[config.mk]
export PLATFORM = sky130hd
export DESIGN_NAME = udp_encoder_flat
export DESIGN_NICKNAME = d
export VERILOG_FILES = /design/src/rtl/udp_encoder_if.sv /design/src/rtl/udp_encoder.sv /design/src/flat_wrapper.sv
export SDC_FILE = /design/constraint.sdc
export NUM_CORES = 1
export LEC_CHECK = 0
export CORE_MARGIN = 10
export CORE_UTILIZATION = 48
export DETAILED_ROUTE_END_ITERATION = 10
export PLACE_DENSITY = 0.86
export SLEW_MARGIN = 20
export SYNTH_ARGS = -nofsm -noshare
export SYNTH_HDL_FRONTEND = slang
export SYNTH_SLANG_ARGS = --single-unit
[constraint.sdc]
create_clock -name clk -period 2.2 [get_ports clk]
set_input_delay 0.22 -clock clk [delete_from_list [all_inputs] [get_ports clk]]
set_output_delay 0.22 -clock clk [all_outputs]
set_load 0.03 [all_outputs]
[src/rtl/udp_encoder_if.sv]
// Handshake and data bundle between the IP frame builder, the UDP encoder and the MAC transmit path.
// All three channels use valid/ready: a transfer happens on a rising clk edge where valid && ready.
interface udp_encoder_if;
  logic        hdr_valid;
  logic        hdr_ready;
  logic [15:0] hdr_src_port;
  logic [15:0] hdr_dst_port;
  logic [15:0] hdr_payload_len;

  logic [63:0] in_data;
  logic        in_valid;
  logic        in_last;
  logic        in_ready;

  logic [63:0] out_data;
  logic        out_valid;
  logic        out_last;
  logic        out_ready;

  logic        short_frame;

  modport master (
    output hdr_valid, hdr_src_port, hdr_dst_port, hdr_payload_len,
    output in_data, in_valid, in_last, out_ready,
    input  hdr_ready, in_ready, out_data, out_valid, out_last, short_frame
  );

  modport slave (
    input  hdr_valid, hdr_src_port, hdr_dst_port, hdr_payload_len,
    input  in_data, in_valid, in_last, out_ready,
    output hdr_ready, in_ready, out_data, out_valid, out_last, short_frame
  );
endinterface

[src/rtl/udp_encoder.sv]
// UDP header encoder: inserts ports into beat PORT_BEAT and length/zero checksum into beat LEN_BEAT
// of a 64-bit frame stream, behind a single output register with valid/ready backpressure.
module udp_encoder #(
  parameter int PORT_BEAT = 4,
  parameter int LEN_BEAT  = 5
) (
  input  logic            clk,
  input  logic            rst,
  udp_encoder_if.slave    bus,
  output logic            dbg_state_o
);

  typedef enum logic {
    IDLE   = 1'b0,
    STREAM = 1'b1
  } state_e;

  localparam logic [3:0] PORT_IDX = 4'(PORT_BEAT);
  localparam logic [3:0] LEN_IDX  = 4'(LEN_BEAT);

  state_e      state_q, state_d;
  logic [3:0]  beat_cnt_q, beat_cnt_d;
  logic [15:0] src_q, src_d;
  logic [15:0] dst_q, dst_d;
  logic [15:0] len_q, len_d;
  logic [63:0] out_data_q, out_data_d;
  logic        out_valid_q, out_valid_d;
  logic        out_last_q, out_last_d;
  logic        short_q, short_d;

  logic        hdr_ready_w;
  logic        in_ready_w;
  logic        hdr_fire;
  logic        in_fire;

  assign hdr_fire = bus.hdr_valid && hdr_ready_w;
  assign in_fire  = bus.in_valid && in_ready_w;

  // State register
  always_ff @(posedge clk) begin
    if (rst) state_q <= IDLE;
    else     state_q <= state_d;
  end

  // Next-state logic
  always_comb begin
    state_d = state_q;
    case (state_q)
      IDLE:    if (hdr_fire) state_d = STREAM;
      STREAM:  if (in_fire && bus.in_last) state_d = IDLE;
      default: state_d = IDLE;
    endcase
  end

  // FSM outputs: a new beat may enter whenever the output register is empty or draining.
  always_comb begin
    hdr_ready_w = 1'b0;
    in_ready_w  = 1'b0;
    case (state_q)
      IDLE:    hdr_ready_w = 1'b1;
      STREAM:  in_ready_w  = !out_valid_q || bus.out_ready;
      default: ;
    endcase
  end

  // Header latch, beat counter and output register next values
  always_comb begin
    beat_cnt_d  = beat_cnt_q;
    src_d       = src_q;
    dst_d       = dst_q;
    len_d       = len_q;
    out_data_d  = out_data_q;
    out_valid_d = out_valid_q;
    out_last_d  = out_last_q;
    short_d     = 1'b0;

    if (hdr_fire) begin
      src_d      = bus.hdr_src_port;
      dst_d      = bus.hdr_dst_port;
      len_d      = bus.hdr_payload_len + 16'd8;
      beat_cnt_d = 4'd0;
    end

    if (in_fire) begin
      if (beat_cnt_q == PORT_IDX)
        out_data_d = {dst_q, src_q, bus.in_data[31:0]};
      else if (beat_cnt_q == LEN_IDX)
        out_data_d = {bus.in_data[63:32], 16'h0000, len_q};
      else
        out_data_d = bus.in_data;
      out_valid_d = 1'b1;
      out_last_d  = bus.in_last;
      // Registered alongside the last beat so the pulse lines up with its presentation.
      short_d     = bus.in_last && (beat_cnt_q < LEN_IDX);
      if (beat_cnt_q != 4'd15) beat_cnt_d = beat_cnt_q + 4'd1;
    end else if (bus.out_ready) begin
      out_valid_d = 1'b0;
    end
  end

  always_ff @(posedge clk) begin
    if (rst) begin
      beat_cnt_q  <= 4'd0;
      src_q       <= 16'd0;
      dst_q       <= 16'd0;
      len_q       <= 16'd0;
      out_data_q  <= 64'd0;
      out_valid_q <= 1'b0;
      out_last_q  <= 1'b0;
      short_q     <= 1'b0;
    end else begin
      beat_cnt_q  <= beat_cnt_d;
      src_q       <= src_d;
      dst_q       <= dst_d;
      len_q       <= len_d;
      out_data_q  <= out_data_d;
      out_valid_q <= out_valid_d;
      out_last_q  <= out_last_d;
      short_q     <= short_d;
    end
  end

  assign bus.hdr_ready   = hdr_ready_w;
  assign bus.in_ready    = in_ready_w;
  assign bus.out_data    = out_data_q;
  assign bus.out_valid   = out_valid_q;
  assign bus.out_last    = out_last_q;
  assign bus.short_frame = short_q;
  assign dbg_state_o     = (state_q == STREAM);

endmodule

[src/flat_wrapper.sv]
// flat-port wrapper written by rule: the top's interface ports become plain ports
module udp_encoder_flat 
#(
  parameter int PORT_BEAT = 4,
  parameter int LEN_BEAT  = 5
)
  (clk, rst, dbg_state_o, bus_hdr_valid, bus_hdr_src_port, bus_hdr_dst_port, bus_hdr_payload_len, bus_in_data, bus_in_valid, bus_in_last, bus_out_ready, bus_hdr_ready, bus_in_ready, bus_out_data, bus_out_valid, bus_out_last, bus_short_frame);
  udp_encoder_if bus_i ();
  input  logic clk;
  input  logic rst;
  output logic dbg_state_o;
  input wire logic [$bits(bus_i.hdr_valid)-1:0] bus_hdr_valid;
  input wire logic [$bits(bus_i.hdr_src_port)-1:0] bus_hdr_src_port;
  input wire logic [$bits(bus_i.hdr_dst_port)-1:0] bus_hdr_dst_port;
  input wire logic [$bits(bus_i.hdr_payload_len)-1:0] bus_hdr_payload_len;
  input wire logic [$bits(bus_i.in_data)-1:0] bus_in_data;
  input wire logic [$bits(bus_i.in_valid)-1:0] bus_in_valid;
  input wire logic [$bits(bus_i.in_last)-1:0] bus_in_last;
  input wire logic [$bits(bus_i.out_ready)-1:0] bus_out_ready;
  output wire logic [$bits(bus_i.hdr_ready)-1:0] bus_hdr_ready;
  output wire logic [$bits(bus_i.in_ready)-1:0] bus_in_ready;
  output wire logic [$bits(bus_i.out_data)-1:0] bus_out_data;
  output wire logic [$bits(bus_i.out_valid)-1:0] bus_out_valid;
  output wire logic [$bits(bus_i.out_last)-1:0] bus_out_last;
  output wire logic [$bits(bus_i.short_frame)-1:0] bus_short_frame;
  assign bus_i.hdr_valid = bus_hdr_valid;
  assign bus_i.hdr_src_port = bus_hdr_src_port;
  assign bus_i.hdr_dst_port = bus_hdr_dst_port;
  assign bus_i.hdr_payload_len = bus_hdr_payload_len;
  assign bus_i.in_data = bus_in_data;
  assign bus_i.in_valid = bus_in_valid;
  assign bus_i.in_last = bus_in_last;
  assign bus_i.out_ready = bus_out_ready;
  assign bus_hdr_ready = bus_i.hdr_ready;
  assign bus_in_ready = bus_i.in_ready;
  assign bus_out_data = bus_i.out_data;
  assign bus_out_valid = bus_i.out_valid;
  assign bus_out_last = bus_i.out_last;
  assign bus_short_frame = bus_i.short_frame;
  udp_encoder #(.PORT_BEAT(PORT_BEAT), .LEN_BEAT(LEN_BEAT)) u_core (.clk(clk), .rst(rst), .bus(bus_i), .dbg_state_o(dbg_state_o));
endmodule
==> metrics, run 1 <==
placer's final routability congestion estimate=about 0.8; via count=4724; period utilisation layout=91.4%; overall die height=123 um; Seq/Total Area, Yosys=47.3%; Vias/cell=roughly 5.3; CP Data Required Time=a little under 2 ns; critical path peak fanout=8; die footprint=between 15000 and 20000 um^2; Slew HR=36.8%; IO Count=188; Yosys reg bits=120; WL final=approximately 16000 um; clk sinks=between 100 and 150; largest net degree at the start of global routing=between 90 and 100; post-synth net total=approximately 700; number of I/O port buffers=187; Power Density=814 nW/um^2; vias in the first global route=slightly below 5000; CP Capture Type=output pin; max layer used=met4; Switching Share=about a quarter; clk_lat worst skew=around 0.50 ns; crit path time final=~2.0 ns; Crit path arrival time=1.79 ns; Crit path largest cell delay=around 0.67 ns; Synth cell types=39; Cells after DPL=a little under 900; worst hold margin=0.268 ns; clock-pin slew on the worst setup and hold paths=0.06 ns; initial antenna violation count=0; Leakage=a little under 3 nW; Wirelength per Cell=17.3 um; skew final=about 0.015 ns; Die X=~120 um; met2 WL post-DR=7990 um; design internal power=between 0.004 and 0.005 W; GR Overflow Total=0; CTS tree=done; CTS Root Buffer Type=clkbuf_8; post-route ant nets=0; Post-DP HPWL=11200 um; worst vdd ir=a little over 0.0006 V; metal3 WL=between 1000 and 1500 um; Net Switching=approximately 0.0015 W; EDFF count, synth=0; global-route wire length before repair=around 25000 um; Fin. Hold Viols=0; clock power share=between 40% and 50%; Layout Utilization=about three quarters; Max Buffers Root-to-Sink=2; Post-CTS Repair Setup Buffers=0; Reg power frac=roughly two fifths; Inserted Clock Buffers=17; metal1 wirelength=approximately 6000 um; Mapped Avg Cell Area=8.78 um^2; cells after synthesis=579; Total Nets Final=between 800 and 900; Slew Viols, Final=0; logic gate share of total power=15.1%; total power=between 0.006 and 0.007 W; row count=37; hold buffers post-CTS=0; hold crit path type=in2reg; ys flop type=dfxtp_1; Setup TNS=0 ns; Area growth syn-to-layout=49.7%; Initial Utilization=between 40% and 50%; layout cells sized above 1=between 8 and 9%; Iter 0 DRT Violations=316; Worst Path Buf+Inv=1; critical-path cell list=and2_1 -> clkdlybuf4s50_1; Worst path top cell family by delay=buffers and inverters; status=complete, no violations; synth warn=0; critical path's slowest cell=clkdlybuf4s50_1; Final setup viols=0; core region area=between 10000 and 15000 um^2; async set-reset flop share out of synthesis=0%; Synth Cell Area=5080 um^2; setup repair after global routing missed its margin=no; fin cells=around 900; fmax=between 0.4 and 0.5 GHz; worst slew pin tran=0.948 ns; # H-tree levels=4; total of max-cap violations=0; GRT Util Overall=between 20% and 30%; drt first pass iters=5; CP Launch Type=flip-flop; drt drc=0; crit path kind=reg2out
-- metal layers --
metal	global-route usage (%)	vias up
met2	35.2	159
met1	22.0	2197
met4	8.03	0
met3	7.53	16
met5	0	-
li1	-	2352
-- path summary, 6_finish.rpt --
kind	startpoint	end	slack, ns	cells past startpoint
max	u_core.dbg_state_o	bus_in_ready	0.19	2
min	bus_hdr_dst_port[4]	u_core.dst_q[4]	0.27	3
max reg2reg	u_core.beat_cnt_q[0]	u_core.bus.out_data[5]	0.48	6
min reg2reg	u_core.bus.out_data[16]	u_core.bus.out_data[16]	0.45	2
-- Yosys cell counts, drive strengths merged, types with 2 or more instances --
library cell  instances  area share (%)
xor2                  2            0.34
xnor2                 8             1.4
clkbuf               12            0.89
nand4                 3            0.37
inv                   7            0.52
a211oi               42             6.6
a311oi               17             3.9
nor2                 61             4.5
nand4b                2            0.34
nor3                  5            0.49
a21oi                55             5.4
dfxtp               120              47
nand3                26             2.8
mux2i                32             6.3
nand2               126             9.3
ha                    4            0.99
buf                  37             5.1
a2111oi               2            0.47
o31ai                 3            0.44
and3                  2            0.25
nand3b                3            0.44
-- final cells by class --
type | instances | area, um^2
inverter | 7 | 26.3
tap | 136 | 170
antenna | 1 | 2.50
fill | 745 | 2720
sequential | 120 | 2400
clock buffer | 23 | 477
multi-input combinational | 403 | 2360
timing repair buffer | 199 | 2020
clock inverter | 8 | 143
-- flip-flops by register name, summed over array words and instances (netlist names) --
name,count
u_core.beat_cnt_q,4
u_core.bus.out_data,64
u_core.bus.out_last,1
u_core.bus.out_valid,1
u_core.bus.short_frame,1
u_core.dbg_state_o,1
u_core.dst_q,16
u_core.len_q,16
u_core.src_q,16
-- tightest hold or removal path, stage by stage --
cell             delay (ns)
clkdlybuf4s50_1        0.40
nand2_1                0.05
a21oi_1                0.05
-- power by group through the flow --
stage / combinational, W / clock (W) / sequential, W
after global placement: 0.000908 / 0 / 0.00242
after detailed placement: 0.000936 / 0 / 0.00243
after global routing: 0.00101 / 0.00301 / 0.00240
after CTS: 0.000942 / 0.00291 / 0.00238
after floorplan: 0.000333 / 0 / 0.00256
final: 0.000933 / 0.00288 / 0.00238
-- timing repair --
item / 4_1_cts / 5_1_grt
endpoints found under the hold margin: 0 / 0
gates resized for setup: 0 / 1
setup endpoints to repair: 0 / 1
-- logic make-up after synthesis --
group           after synthesis  share of synthesized area [%]
simple gates                234                           19.8
xor+xnor                     10                           1.72
flops                       120                           47.3
buf+inv                      56                           6.50
compound gates              123                           17.4
mux                          32                           6.30
fa+ha+maj                     4                          0.985
-- cell usage in the layout (no fill, tap or decap), types with 9 or more instances in the layout --
master / count
clkbuf_16: 16
dfxtp_1: 119
mux2i_1: 32
nand2_1: 126
clkdlybuf4s50_1: 186
nand3_1: 25
a311oi_1: 9
a21oi_1: 55
a211oi_1: 38
nor2_1: 61
-- metrics by stage --
| step | cell area, um^2 | setup slack [ns] |
|---|---|---|
| 2_1_floorplan | 5080 | 0.619 |
| 4_1_cts | 7600 | 0.0223 |
| 3_3_place_gp | 6980 | 0.361 |
| 6_report | 7600 | 0.189 |
| 5_1_grt | 7600 | 0.114 |
| 3_5_place_dp | 6980 | 0.292 |
Note: power is estimated with default switching activity, not from simulation.
==> inputs of run 2 (changes only) <==
Settings changed: MAX_ROUTING_LAYER set to met4, SETUP_SLACK_MARGIN set to 0.3.
==> metrics, run 2 (synthesis results as in run 1) <==
min-delay src=bus_hdr_dst_port[4]; worst slew pin tran=0.954 ns; post-route ant nets=0; Inserted Clock Buffers=17; Area growth syn-to-layout=49.7%; # H-tree levels=4; status=complete, no violations; overall die height=~120 um; max reg flops=64; drt drc=0; Fillers=roughly 750; die footprint=15100 um^2; total power=about 0.0062 W; via count=around 4800; critical path peak fanout=2; Crit path largest cell delay=around 0.71 ns; Setup TNS=0 ns; Layout Utilization=between 70% and 80%; Max Buffers Root-to-Sink=2; IO Count=around 190; initial antenna violation count=0; period utilisation layout=around 80%; CP Launch Point=u_core.bus.out_valid; drt first pass iters=4; CP Capture Type=output pin; clk sinks=120; placer's final routability congestion estimate=a little over 0.8; skew final=~0.01 ns; Worst Path Buf+Inv=1; GRT Util Overall=about a fifth; vias in the first global route=roughly 4900; clk_lat worst skew=roughly 0.5 ns; number of I/O port buffers=between 150 and 200; Slew Viols, Final=0; setup repair after global routing missed its margin=no; footprint of the multi-input gates=2360 um^2; Crit path arrival time=roughly 1.6 ns; core region area=roughly 10000 um^2; Post-DP HPWL=11200 um; global-route wire length before repair=between 20000 and 25000 um; hold crit path type=in2reg; Die X=about 120 um; GR Overflow Total=0; layout cells sized above 1=around 8.0%; Final setup viols=0; WL final=about 16000 um; CTS tree=done; critical-path cell list=clkdlybuf4s50_1; largest net degree at the start of global routing=around 90; Initial Utilization=a little under 50%; total of max-cap violations=0; Power Density=slightly above 800 nW/um^2; most common cell after layout, fill and taps aside=clkdlybuf4s50_1; Vias/cell=about 5.3; fmax=0.556 GHz; Slew HR=36.4%; crit path kind=reg2out; worst r2r src=u_core.beat_cnt_q[0]; Worst path top cell family by delay=buffers and inverters; internal reg-to-reg setup slack=approximately 0.47 ns; Fin. Hold Viols=0; worst hold margin=~0.27 ns; Post-CTS Repair Setup Buffers=0; row count=37; worst vdd ir=0.000611 V; Leakage=between 2 and 3 nW; Iter 0 DRT Violations=316; clock-pin slew on the worst setup and hold paths=approximately 0.06 ns; CTS Root Buffer Type=clkbuf_8; most frequent cells in the layout=clkdlybuf4s50_1, nand2_1, dfxtp_1; crit path time final=1.80 ns; Total Nets Final=slightly below 900; sequential cell area=2400 um^2; critical path's slowest cell=clkdlybuf4s50_1; CP Data Required Time=between 1.5 and 2 ns; CP Launch Type=flip-flop; Wirelength per Cell=~17 um
==> run 2: routing by layer <==
layer	share of wire, %	vias to the layer above	GRT usage, %
met4	2.0	0	8.03
met5	0	-	-
met3	7.4	16	5.69
met2	51	158	35.1
met1	39	2231	22.9
li1	-	2347	-
==> run 2: repair_timing <==
action                                  in CTS  in global routing
hold buffers                                 0                  0
endpoints found under the hold margin        0                  0
endpoints found under the setup margin       3                  1
resized for setup                            3                  1
cloned                                       0                  0
==> run 2: area by class of cell <==
class | count | share of cell area (%)
multi-input combinational | 403 | 31.0
clock inverter | 8 | 1.88
timing repair buffer | 199 | 26.6
sequential | 120 | 31.6
clock buffer | 23 | 6.27
inverter | 7 | 0.346
tap | 136 | 2.24
antenna | 1 | 0.0329
==> run 2: path summary, 6_finish.rpt <==
| check | cells after the start | to |
|---|---|---|
| min | 3 | u_core.dst_q[4] |
| min reg2reg | 2 | u_core.dst_q[5] |
| max reg2reg | 6 | u_core.bus.out_data[5] |
| max | 1 | bus_out_valid |
==> run 2: where the power goes <==
| group | leakage (nW) | switching [W] | internal [W] |
|---|---|---|---|
| Clock | 0.304 | 0.000926 | 0.00195 |
| Sequential | 0.984 | 0.0000754 | 0.00231 |
| Combinational | 1.67 | 0.000480 | 0.000452 |
==> run 2: stage by stage <==
stage          area (um^2)  setup slack, ns  cells
2_1_floorplan         5080            0.619    579
3_3_place_gp          6980            0.361    865
3_5_place_dp          6980            0.292    865
4_1_cts               7600            0.301    896
5_1_grt               7600            0.327    896
6_report              7600            0.403    897
